$ cat src/rtl/stopwatch_core.sv
// stopwatch_core: run/pause/stop stopwatch driving a cascaded BCD digit chain.
// Define LAP_CAPTURE_EN to build the lap-hold display register.
module stopwatch_core #(
   parameter int NUM_DIGITS = 4,
   parameter int TICK_DIV   = 5000000,
   parameter int DIV_W      = 23,
   parameter int WRAP       = 0
) (
   input  logic                    clk,
   input  logic                    reset_n,
   input  logic                    start,
   input  logic                    pause,
   input  logic                    stop,
   input  logic                    clear,
   input  logic                    lap,
   output logic [NUM_DIGITS*4-1:0] digits,
   output logic                    tick,
   output logic                    running,
   output logic                    overflow,
   output logic [1:0]              state
);
   localparam int DW = NUM_DIGITS * 4;

   typedef enum logic [1:0] {
      IDLE    = 2'd0,
      RUN     = 2'd1,
      PAUSED  = 2'd2,
      STOPPED = 2'd3
   } state_e;

   state_e           state_q, state_d;
   logic [DIV_W-1:0] pre_q, pre_d;
   logic [DW-1:0]    cnt_q, cnt_d, cnt_inc;
   logic             tick_q, ovf_q, ovf_d;
   logic [4:0]       cmd_q, cmd_rise;
   logic             lap_r, clr_r, stp_r, pse_r, sta_r;
   logic             wrap, full, sat;

   // Only the rising edge of each command input acts.
   assign cmd_rise = {lap, clear, stop, pause, start} & ~cmd_q;
   assign {lap_r, clr_r, stp_r, pse_r, sta_r} = cmd_rise;

   assign wrap = (state_q == RUN) && (pre_q == DIV_W'(TICK_DIV - 1));
   assign sat  = wrap && full && (WRAP == 0);

   always_comb begin
      logic c;
      c       = 1'b1;
      cnt_inc = cnt_q;
      for (int i = 0; i < NUM_DIGITS; i++) begin
         if (c) begin
            if (cnt_q[4*i +: 4] == 4'd9) begin
               cnt_inc[4*i +: 4] = 4'd0;
            end else begin
               cnt_inc[4*i +: 4] = cnt_q[4*i +: 4] + 4'd1;
               c = 1'b0;
            end
         end
      end
      full = c;
   end

   always_comb begin
      pre_d = pre_q;
      cnt_d = cnt_q;
      ovf_d = ovf_q;
      if (state_q == RUN) pre_d = wrap ? '0 : pre_q + 1'b1;
      if (wrap && !sat) cnt_d = cnt_inc;
      if (wrap && full) ovf_d = 1'b1;
      if (clr_r) begin
         pre_d = '0;
         cnt_d = '0;
         ovf_d = 1'b0;
      end
   end

   always_comb begin
      state_d = state_q;
      if (clr_r) begin
         state_d = IDLE;
      end else if (sat) begin
         state_d = STOPPED;
      end else if (stp_r) begin
         if (state_q == RUN || state_q == PAUSED) state_d = STOPPED;
      end else if (pse_r) begin
         if (state_q == RUN)         state_d = PAUSED;
         else if (state_q == PAUSED) state_d = RUN;
      end else if (sta_r) begin
         if (state_q == IDLE || state_q == PAUSED) state_d = RUN;
      end
   end

   always_comb begin
      running  = (state_q == RUN);
      state    = state_q;
      tick     = tick_q;
      overflow = ovf_q;
   end

   always_ff @(posedge clk) begin
      if (!reset_n) begin
         state_q <= IDLE;
         pre_q   <= '0;
         cnt_q   <= '0;
         tick_q  <= 1'b0;
         ovf_q   <= 1'b0;
         cmd_q   <= '0;
      end else begin
         state_q <= state_d;
         pre_q   <= pre_d;
         cnt_q   <= cnt_d;
         tick_q  <= wrap;
         ovf_q   <= ovf_d;
         cmd_q   <= {lap, clear, stop, pause, start};
      end
   end

`ifdef LAP_CAPTURE_EN
   logic          hold_q, hold_d;
   logic [DW-1:0] lap_q, lap_d, disp_q, disp_d;

   always_comb begin
      hold_d = hold_q;
      lap_d  = lap_q;
      if (clr_r || stp_r) begin
         hold_d = 1'b0;
      end else if (lap_r) begin
         if (hold_q) begin
            hold_d = 1'b0;
         end else if (state_q == RUN) begin
            hold_d = 1'b1;
            lap_d  = cnt_q;
         end
      end
      disp_d = hold_d ? lap_d : cnt_d;
   end

   always_ff @(posedge clk) begin
      if (!reset_n) begin
         hold_q <= 1'b0;
         lap_q  <= '0;
         disp_q <= '0;
      end else begin
         hold_q <= hold_d;
         lap_q  <= lap_d;
         disp_q <= disp_d;
      end
   end

   assign digits = disp_q;
`else
   logic unused_lap;
   assign unused_lap = lap_r;
   assign digits     = cnt_q;
`endif

endmodule

$ cat config.mk
export PLATFORM = sky130hd
export DESIGN_NAME = stopwatch_core
export DESIGN_NICKNAME = d
export VERILOG_FILES = /design/src/rtl/stopwatch_core.sv
export SDC_FILE = /design/constraint.sdc
export NUM_CORES = 1
export LEC_CHECK = 0
export ABC_AREA = 1
export CORE_AREA = 2 2 77 79
export CTS_CLUSTER_SIZE = 24
export DETAILED_ROUTE_END_ITERATION = 8
export DIE_AREA = 0 0 79 81
export PLACE_DENSITY = 0.66
export SYNTH_ARGS = -nofsm -noshare
export SYNTH_HDL_FRONTEND = slang
export SYNTH_SLANG_ARGS = --single-unit
$ cat constraint.sdc
create_clock -name clk -period 3.2 [get_ports clk]
set_input_delay 0.48 -clock clk [delete_from_list [all_inputs] [get_ports clk]]
set_output_delay 0.48 -clock clk [all_outputs]
set_load 0.02 [all_outputs]
# Word level (Yosys, flattened, before mapping)
# Cells that the tools add are included.
# word_totals
reg_bits	47
latch_bits	0
ramBits	0
rom_bits	0
in_bits	7
out_inout_bits	21
wordCells	60
n_memories	0
# op_classes
addsub	5
multipliers	0
n_div	0
order_cmp	0
n_eq_ne	9
shift	0
mux	20
bitwise_logic	3
reduce_logical	14
# op_table
operator	n
$add 23x1->23 const B	1
$eq 23x23->1 const B	1
$mux 23	1
$add 4x1->4 const B	4
$eq 4x4->1 const B	4
$mux 2	8
$mux 4	4
$reduce_bool 4->1	2
$mux 1	7
$reduce_and 2->1	3
$ne 5x2->1 const B	1
$and 4x4->4	1
$not 4->4	1
$reduce_and 4->1	1
$logic_and 1x1->1	3
$ne 3x1->1 const B	1
$eq 2x1->1 const B	1
$eq 2x2->1 const B	1
$logic_not 2->1	1
$logic_or 1x1->1	2
$reduce_or 2->1	1
$logic_not 1->1	1
$not 1->1	1

# Depth between registers and ports, before layout
# Gate-level depths: netlist of run 1.
# depth
word_depth	9
mapped_depth	12
ltp_nobuf	12

# Least setup slack after synthesis of run 1
# No wires, ideal clock.
# synth_path
kind	register to register
startpoint	register state_q[0], in the netlist state[0]
endpoint	register pre_q[18]
setup_time_ps	113
arrival_time_ps	1740
required_time_ps	3087
path_slack_ps	1347
stages_incl_launch_ff	10
n_path_buf	1
synth_period_minus_slack_ps	1853
cell_sequence	dfxtp_1 > ha_1 > buf_2 > nand3_1 > nor2_1 > nand2_1 > nor2_2 > nand4_1 > nor2_1 > nor2_1
# synth_via
elab_chain_cells	3
# synth_rtl
item	line_no	source
from (decl)	31	state_e state_q, state_d;
from (signal assigned)	109	state_q <= state_d;
$eq 2x1->1 (*)	--	
named net running	18	output logic running,
$logic_and 1x1->1	43	assign wrap = (state_q == RUN) && (pre_q == DIV_W'(TICK_DIV - 1));
$mux 23	67	if (state_q == RUN) pre_d = wrap ? '0 : pre_q + 1'b1;
to (signal assigned)	110	pre_q <= pre_d;
to (decl)	32	logic [DIV_W-1:0] pre_q, pre_d;
# Mark *: on every way through the listed nets, which the timed path passes. The rest lies on a longest branch.
# A chain may end at the register's enable or synchronous reset.

# Worst setup path in the final report of run 1
# layout_path
startpoint	register state_q[1], in the netlist state[1]
endpoint	output running
# layout_via
elab_chain_cells	1
# layout_rtl
item	line_no	source
$eq 2x1->1	94	running = (state_q == RUN);
to (decl)	18	
# No other way between the ends.

==> metrics, run 1 <==
Initial Util=between 40% and 50%; synth warn=0; Antenna Cells=0; Synth area leader=dfxtp_1; period utilization=74.0%; synth top area cells=dfxtp_1 37%, nand2_1 15%, nor2_1 9.8%; synthesized area=2560 um^2; final worst path period need=~2.4 ns; final std cells w/o fill=507; average cell area after synthesis=6.40 um^2; EDFF count, synth=0; WS Path Type=register to primary output; post-synthesis net count=412; post-cts gate resize count=0; leakage=1.21 nW; outcome=completed; required time of the critical path=approximately 2.7 ns; CP Data Arrival Time=1.89 ns; remaining global-route overflow=0; via/cell ratio=4.97; Hold Crit Class=register to register; Overall Power=~1.2 mW; Slew @ Worst Pin=0.461 ns; Final setup violation count=0; Core ar.=5680 um^2; worst skew pair latency=between 0.3 and 0.4 ns; WL final=5490 um; # IOs=28; clock buffer count from CTS=5; DRC errors left=0; Clock transition at path regs=0.09 ns; fin. max-slew vios=0; first-pass GRT wire length=9460 um; GRT Util Overall=about 18%; count leader, synth=nand2_1; initial antenna violation count=0; launching element type of the critical path=register; final antenna-violating net count=0; Critical-path top delay cell=clkdlybuf4s50_1; share of cells above drive strength 1=7.41%; Cell Pwr Density=between 300 and 400 nW/um^2; CTS Root Cell=clkbuf_8; # rows=28; post-synthesis cell type count=34; WL/cell=10.8 um; Synth Register Bits=47; Post-synth ARST share=0%; CTS Hold Buffers Added=0; final-report hold violation count=0; Yosys top cell area share=about 37%; Top FF cell, synth=dfxtp_1; fin util=53.5%; Mapped Cells=401; CTS tree=built; Die Footprint=6400 um^2; Die W=79 um; Layout Nets=about 440; gp weighted congestion=between 0.8 and 0.9; Port Buffers=26; Max Clock Skew=0.00519 ns; initial DRC count=84; Post-CTS Setup Bufs=0; H-tree Lvls=2; sequential-to-total area share from yosys stat=a little under two fifths; crit path cell chain=inv_1 -> ha_1 -> clkdlybuf4s50_1; vias in the first global route=2140; synth cell count leaders=105 x nand2_1, 67 x nor2_1, 59 x inv_1; maximum clock path buffer count=2; Peak supply drop=0.000245 V; Die H=81 um; unrepaired setup endpoints after global routing=no; hpwl dp=approximately 4200 um; setup TNS=0 ns; worst-path fanout max=12; Max Fclk=between 400 and 500 MHz; area grow syn2layout=18.5%; DR vias=approximately 2500; largest net degree at the start of global routing=16; Crit. End Element=primary output; CTS sink count=47; CP max stage delay=0.70 ns; total iterations of the first detailed-routing run=4; Placed Cells incl. Taps=around 500; Max-Cap Viols=0; hold_ws=0.458 ns; max_slew headroom=69.3%
==> layout by cell type, fill, tap and decap left out, types with 2 or more instances in the layout <==
cell,Yosys,routed
bufinv_16,0,2
inv_2,3,3
nor2_1,67,67
a21oi_1,20,20
nor4_1,2,2
o21ai_0,13,13
o211a_1,2,2
dfxtp_1,47,47
xor2_1,2,2
nand4_1,13,13
nand3_1,25,25
inv_1,59,59
nor2_4,2,2
clkdlybuf4s50_1,0,26
nand3_2,2,2
nor3b_1,2,2
nor2_2,10,10
o21ai_1,2,2
ha_1,4,4
nor3_1,5,5
clkbuf_8,0,5
nand2_1,105,105
==> metal layers <==
| layer | track usage, % | part of all wire (%) |
|---|---|---|
| met4 | 5.86 | 1.5 |
| met2 | 30.2 | 46 |
| met5 | 0 | 0 |
| met1 | 24.3 | 49 |
| met3 | 3.67 | 4.0 |
==> where the power goes <==
group / switching, mW / internal [mW]
sequential: 0.00346 / 0.590
combinational: 0.0467 / 0.0283
clock: 0.215 / 0.312
total: 0.265 / 0.930
==> critical path: cells and delay by family (launching register included) <==
kind / cells / cell delay, ns
fa+ha+maj: 1 / 0.44
buf+inv: 2 / 0.79
flops: 1 / 0.35
==> through the flow <==
step,worst slack [ns],cell area (um^2)
2_1_floorplan,1.35,2560
3_3_place_gp,0.925,2900
3_5_place_dp,0.884,2900
4_1_cts,0.801,3040
5_1_grt,0.701,3040
6_report,0.833,3040
==> state kept, by name (all words and copies together) (netlist names) <==
register,flops
cmd_q,4
digits,16
overflow,1
pre_q,23
state,2
tick,1
==> final cells by class <==
class / count / area [um^2]
fill: 603 / 2640
multi-input combinational: 287 / 1360
sequential: 47 / 941
timing repair buffer: 27 / 268
inverter: 63 / 236
tap: 75 / 93.8
clock buffer: 5 / 68.8
clock inverter: 3 / 67.6
==> path summary, 6_finish.rpt <==
| kind | endpoint | start | cells after the start | slack [ns] |
|---|---|---|---|---|
| max | running | state[1] | 3 | 0.83 |
| min | overflow | overflow | 2 | 0.46 |
| max reg2reg | digits[15] | state[1] | 11 | 1.07 |
| min reg2reg | overflow | overflow | 2 | 0.46 |
==> logic make-up (layout without fill, tap and decap cells) <==
kind of cell	Yosys count	in the layout	synth area share [%]
AND/OR/NAND/NOR	238	238	41.0
buffers and inverters	67	98	10.1
flip-flops	47	47	36.7
AO/OA/AOI/OAI	43	43	9.51
adder cells (fa/ha/maj)	4	4	1.95
XOR/XNOR	2	2	0.683
Power figures use the tool's default switching activity.
==> run 2: changes to the inputs <==
==> constraint.sdc (replaced) <==
create_clock -name clk -period 2.2 [get_ports clk]
set_input_delay 0.33 -clock clk [delete_from_list [all_inputs] [get_ports clk]]
set_output_delay 0.33 -clock clk [all_outputs]
set_load 0.02 [all_outputs]
==> metrics, run 2 (synthesis results as in run 1) <==
Worst Setup EP=running; commonest non-fill, non-tap cells in the layout=105 x nand2_1, 67 x nor2_1, 59 x inv_1, 47 x dfxtp_1, 26 x clkdlybuf4s50_1; Crit. End Element=primary output; H-tree Lvls=2 (unchanged); Post-CTS Setup Bufs=0 (unchanged); Critical-path top delay cell=clkdlybuf4s50_1; worst skew pair latency=0.31 ns (about the same); setup slack, reg-to-reg=0.35 ns (-0.72 ns); WL final=5660 um (+3.2%); busiest layer in global routing=met2; worst r2r src=pre_q[1]; fill count=599 (-0.66%); CP Buf/Inv Count=3 (+1); Port Buffers=26 (unchanged); fin util=53.9% (+0.40 points); Antenna Cells=0 (unchanged); CTS sink count=47 (unchanged); post-cts gate resize count=0 (unchanged); DRC errors left=0 (unchanged); switching portion of total power=22.1% (-0.027 points); CTS Hold Buffers Added=0 (unchanged); GRT Util Overall=19.0% (+0.66 points); Cell Pwr Density=569 nW/um^2 (+45%); Slew @ Worst Pin=0.474 ns (+0.0136 ns); remaining global-route overflow=0 (unchanged); Largest register FFs=23 (unchanged); Worst path depth=4 (+1); setup TNS=0 ns (unchanged); Hold Crit Class=register to register; Die Footprint=6400 um^2 (unchanged); Layout Nets=445 (+0.68%); Max Clock Skew=0.00465 ns (-0.000544 ns); Clock transition at path regs=0.09 ns (about the same); commonest non-fill, non-tap cell in the layout=nand2_1; unrepaired setup endpoints after global routing=no; worst-path fanout max=11 (-1); P_int=1.36 mW (+46%); clock share of power=43.9% (about the same); final worst path period need=~2.1 ns; via/cell ratio=5.00 (+0.67%); required time of the critical path=1.87 ns (-0.85 ns); Peak supply drop=0.000345 V (+41%); Sw Pwr=386 uW (+46%); CP startpoint=state[1]; WL/cell=11.1 um (+2.5%); total iterations of the first detailed-routing run=4 (unchanged); R2R depth=10 (-1); share of cells above drive strength 1=8.05% (+0.64 points); Initial Util=45.2% (unchanged); Max Fclk=roughly 480 MHz; Core ar.=5680 um^2 (unchanged); CP Data Arrival Time=1.75 ns (-0.14 ns); initial DRC count=99 (+18%); # IOs=28 (unchanged); final antenna-violating net count=0 (unchanged); outcome=completed; # rows=28 (unchanged); CTS tree=built; Final setup violation count=0 (unchanged); CP max stage delay=0.62 ns (-0.08 ns); met1 Use GR=23.4% (-0.89 points); Die H=81 um (unchanged); Die W=79 um (unchanged); Largest Register=pre_q; met3 Resource Use GR=4.67% (+1.0 points); hpwl dp=4370 um (+3.7%); gp weighted congestion=0.873 (+0.40%); launching element type of the critical path=register; area grow syn2layout=19.4%; crit path cell chain=inv_1 -> ha_1 -> buf_4 -> clkdlybuf4s50_1; clock buffer count from CTS=5 (unchanged); leakage=1.22 nW (+1.2%); initial antenna violation count=0 (unchanged); final-report hold violation count=0 (unchanged); WS Path Type=register to primary output; maximum clock path buffer count=2 (unchanged); combinational power share=6.5% (+0.2 points); Global Route met2 Usage=32.0% (+1.9 points); Flop pwr share=49.6% (about the same); reg2reg end=digits[15]; first-pass GRT wire length=9740 um (+2.9%); period utilization=between 90% and 100%; max_slew headroom=68.3% (-0.94 points); largest net degree at the start of global routing=16 (unchanged); DR vias=2551 (+1.3%); vias in the first global route=2313 (+8.1%); Max-Cap Viols=0 (unchanged); family with the most delay on the worst path=buffers and inverters; fin. max-slew vios=0 (unchanged); CTS Root Cell=clkbuf_8
[run 2: cell count changes in the layout (fill, tap and decap cells not counted)]
cell,before,now
buf_4,1,4
[run 2: worst register-to-register path: cells and delay by family, from the launching register on]
kind                       cells  cell delay, ns
adders and majority gates      1            0.23
and+or+nand+nor                8            1.09
DFF                            1            0.36
buffers and inverters          1            0.05
[run 2: stage by stage]
stage	setup slack (ns)	hold slack (ns)	cells	instance area (um^2)	total power, mW
after floorplan	0.347	0.423	401	2560	0.956
after global placement	0.341	0.441	502	2930	0.998
after detailed placement	0.320	0.450	502	2930	0.999
after CTS	0.0905	0.464	510	3060	1.77
after global routing	0.0279	0.511	510	3060	1.81
final	0.117	0.462	510	3060	1.74
[run 2: how the worst min path moves through the flow]
stage | from | end | slack, ns | depth (start not counted)
floorplan | start | cmd_q[0] | 0.42 | 2
CTS | overflow | overflow | 0.46 | 2
global placement | overflow | overflow | 0.44 | 2
detailed placement | overflow | overflow | 0.45 | 2
global route | overflow | overflow | 0.51 | 2
finish | overflow | overflow | 0.46 | 2
[run 2: final cells by class]
cell class / instances / area [um^2] / share of cell area, %
clock buffers: 5 / 68.8 / 2.25
clock inverters: 3 / 67.6 / 2.21
inverters: 63 / 236 / 7.72
multi-input cells: 287 / 1360 / 44.5
flip-flops and latches: 47 / 941 / 30.7
well taps: 75 / 93.8 / 3.06
repair buffers: 30 / 290 / 9.48
[run 2: per-layer routing]
metal	vias up	wire length (um)
met3	7	242
met1	1155	2740
li1	1336	-
met4	0	85
met2	53	2590
met5	-	0
[run 2: power by group through the flow]
stage / Clock, mW / Sequential [mW] / Combinational (mW)
2_1_floorplan: 0 / 0.887 / 0.0684
3_3_place_gp: 0 / 0.884 / 0.114
3_5_place_dp: 0 / 0.884 / 0.115
4_1_cts: 0.786 / 0.864 / 0.116
5_1_grt: 0.810 / 0.865 / 0.130
6_report: 0.765 / 0.864 / 0.114
==> run 3: changes to the inputs <==
--- a/config.mk
+++ b/config.mk
@@ -11,6 +11,7 @@
 export DETAILED_ROUTE_END_ITERATION = 8
 export DIE_AREA = 0 0 79 81
 export PLACE_DENSITY = 0.66
+export SETUP_SLACK_MARGIN = 0.15
 export SYNTH_ARGS = -nofsm -noshare
 export SYNTH_HDL_FRONTEND = slang
 export SYNTH_SLANG_ARGS = --single-unit
==> metrics, run 3 (synthesis results as in run 1) <==
WL final=5650 um (-0.19%); launching element type of the critical path=register; initial antenna violation count=0 (unchanged); Die H=81 um (unchanged); Slew @ Worst Pin=0.473 ns (-0.00106 ns); remaining global-route overflow=0 (unchanged); final std cells w/o fill=510 (unchanged); # IOs=28 (unchanged); commonest non-fill, non-tap cells in the layout=105 x nand2_1, 66 x nor2_1, 59 x inv_1, 47 x dfxtp_1; period utilization=83.8% (-11 points); CTS Root Cell=clkbuf_8; Initial Util=45.2% (unchanged); Peak supply drop=0.000345 V (about the same); commonest non-fill, non-tap cell in the layout=nand2_1; final antenna-violating net count=0 (unchanged); fin. max-slew vios=0 (unchanged); leakage=1.22 nW (+0.32%); final worst path period need=1.84 ns (-0.238 ns); first-pass GRT wire length=9740 um (unchanged); Placed Cells incl. Taps=502 (unchanged); Crit. End Element=primary output; CTS Hold Buffers Added=0 (unchanged); Port Buffers=26 (unchanged); Final setup violation count=0 (unchanged); WS Path Type=register to primary output; Clock transition at path regs=0.09 ns (about the same); DRC errors left=0 (unchanged); max_slew headroom=68.4% (+0.071 points); final-report hold violation count=0 (unchanged); GRT Util Overall=19.0% (unchanged); worst-path fanout max=11 (unchanged); vias in the first global route=2313 (unchanged); WL/cell=11.1 um (-0.19%); CTS sink count=47 (unchanged); total iterations of the first detailed-routing run=5 (+1); Largest register FFs=23 (unchanged); R2R depth=11 (+1); setup TNS=0 ns (unchanged); via/cell ratio=4.98 (-0.47%); initial DRC count=109 (+10%); clock buffer count from CTS=5 (unchanged); Cell Pwr Density=569 nW/um^2 (-0.10%); Layout Nets=445 (unchanged); gp weighted congestion=0.873 (unchanged); unrepaired setup endpoints after global routing=no; Max Fclk=542 MHz (+13%); required time of the critical path=1.87 ns (about the same); H-tree Lvls=2 (unchanged); outcome=completed; Max-Cap Viols=0 (unchanged); Die Footprint=6400 um^2 (unchanged); crit path cell chain=inv_1 -> ha_1 -> buf_4 -> dlygate4sd2_1; fin util=54.0% (about the same); CTS tree=built; largest net degree at the start of global routing=16 (unchanged); Max Clock Skew=0.00520 ns (+0.000551 ns); CP Data Arrival Time=1.51 ns (-0.24 ns); Die W=79 um (unchanged); maximum clock path buffer count=2 (unchanged); worst hold stages=2 (unchanged); Critical-path top delay cell=dfxtp_1; Core ar.=5680 um^2 (unchanged); CP max stage delay=0.40 ns (-0.22 ns); # rows=28 (unchanged); Largest Register=pre_q; hpwl dp=4370 um (unchanged); Antenna Cells=0 (unchanged); share of cells above drive strength 1=8.28% (+0.23 points); DR vias=2539 (-0.47%); Hold Crit Class=register to register; area grow syn2layout=19.4% (about the same); worst skew pair latency=0.31 ns (about the same)
[run 3: cell types whose count changed in the layout (fill, tap and decap cells not counted), sizes merged]
cell           delta
dlygate4sd2       +1
clkdlybuf4s50     -1
[run 3: where the power goes]
part | switching [mW] | total [mW] | internal (mW) | leakage, nW
combinational | 0.0686 | 0.113 | 0.0443 | 0.780
clock | 0.312 | 0.765 | 0.453 | 0.0644
sequential | 0.00525 | 0.864 | 0.859 | 0.380
[run 3: layout make-up]
class,instances,area [um^2]
Sequential cell,47,941
Tap cell,75,93.8
Multi-Input combinational cell,287,1370
Clock buffer,5,68.8
Timing Repair Buffer,30,289
Fill cell,600,2610
Clock inverter,3,67.6
Inverter,63,236
[run 3: through the flow]
step	setup slack [ns]	area (um^2)	hold WS [ns]	power, mW
3_3_place_gp	0.341	2930	0.441	0.998
3_5_place_dp	0.320	2930	0.450	0.999
6_report	0.355	3060	0.462	1.74
4_1_cts	0.342	3060	0.464	1.76
2_1_floorplan	0.347	2560	0.423	0.956
5_1_grt	0.189	3060	0.511	1.80
[run 3: final timing paths]
| path | start | endpoint | slack, ns |
|---|---|---|---|
| min reg2reg | overflow | overflow | 0.46 |
| min | overflow | overflow | 0.46 |
| max reg2reg | state[1] | pre_q[18] | 0.40 |
| max | state[1] | running | 0.36 |
[run 3: per-layer routing]
metal  vias up  wire length, um  global-route usage (%)
met4         0               85                    7.59
met2        51             2590                    32.0
li1       1335                -                       -
met5         -                0                       0
met1      1146             2750                    23.4
met3         7              225                    4.67
[run 3: worst max-delay path: cells and delay by family, from the launching register on]
kind       cells  cell delay (ns)
fa+ha+maj      1             0.21
flops          1             0.40
buf+inv        3             0.60
[run 3: repair_timing]
item	CTS	global route
gates resized for setup	1	1
setup buffers	0	0
endpoints found under the setup margin	1	1
pin swaps	0	0
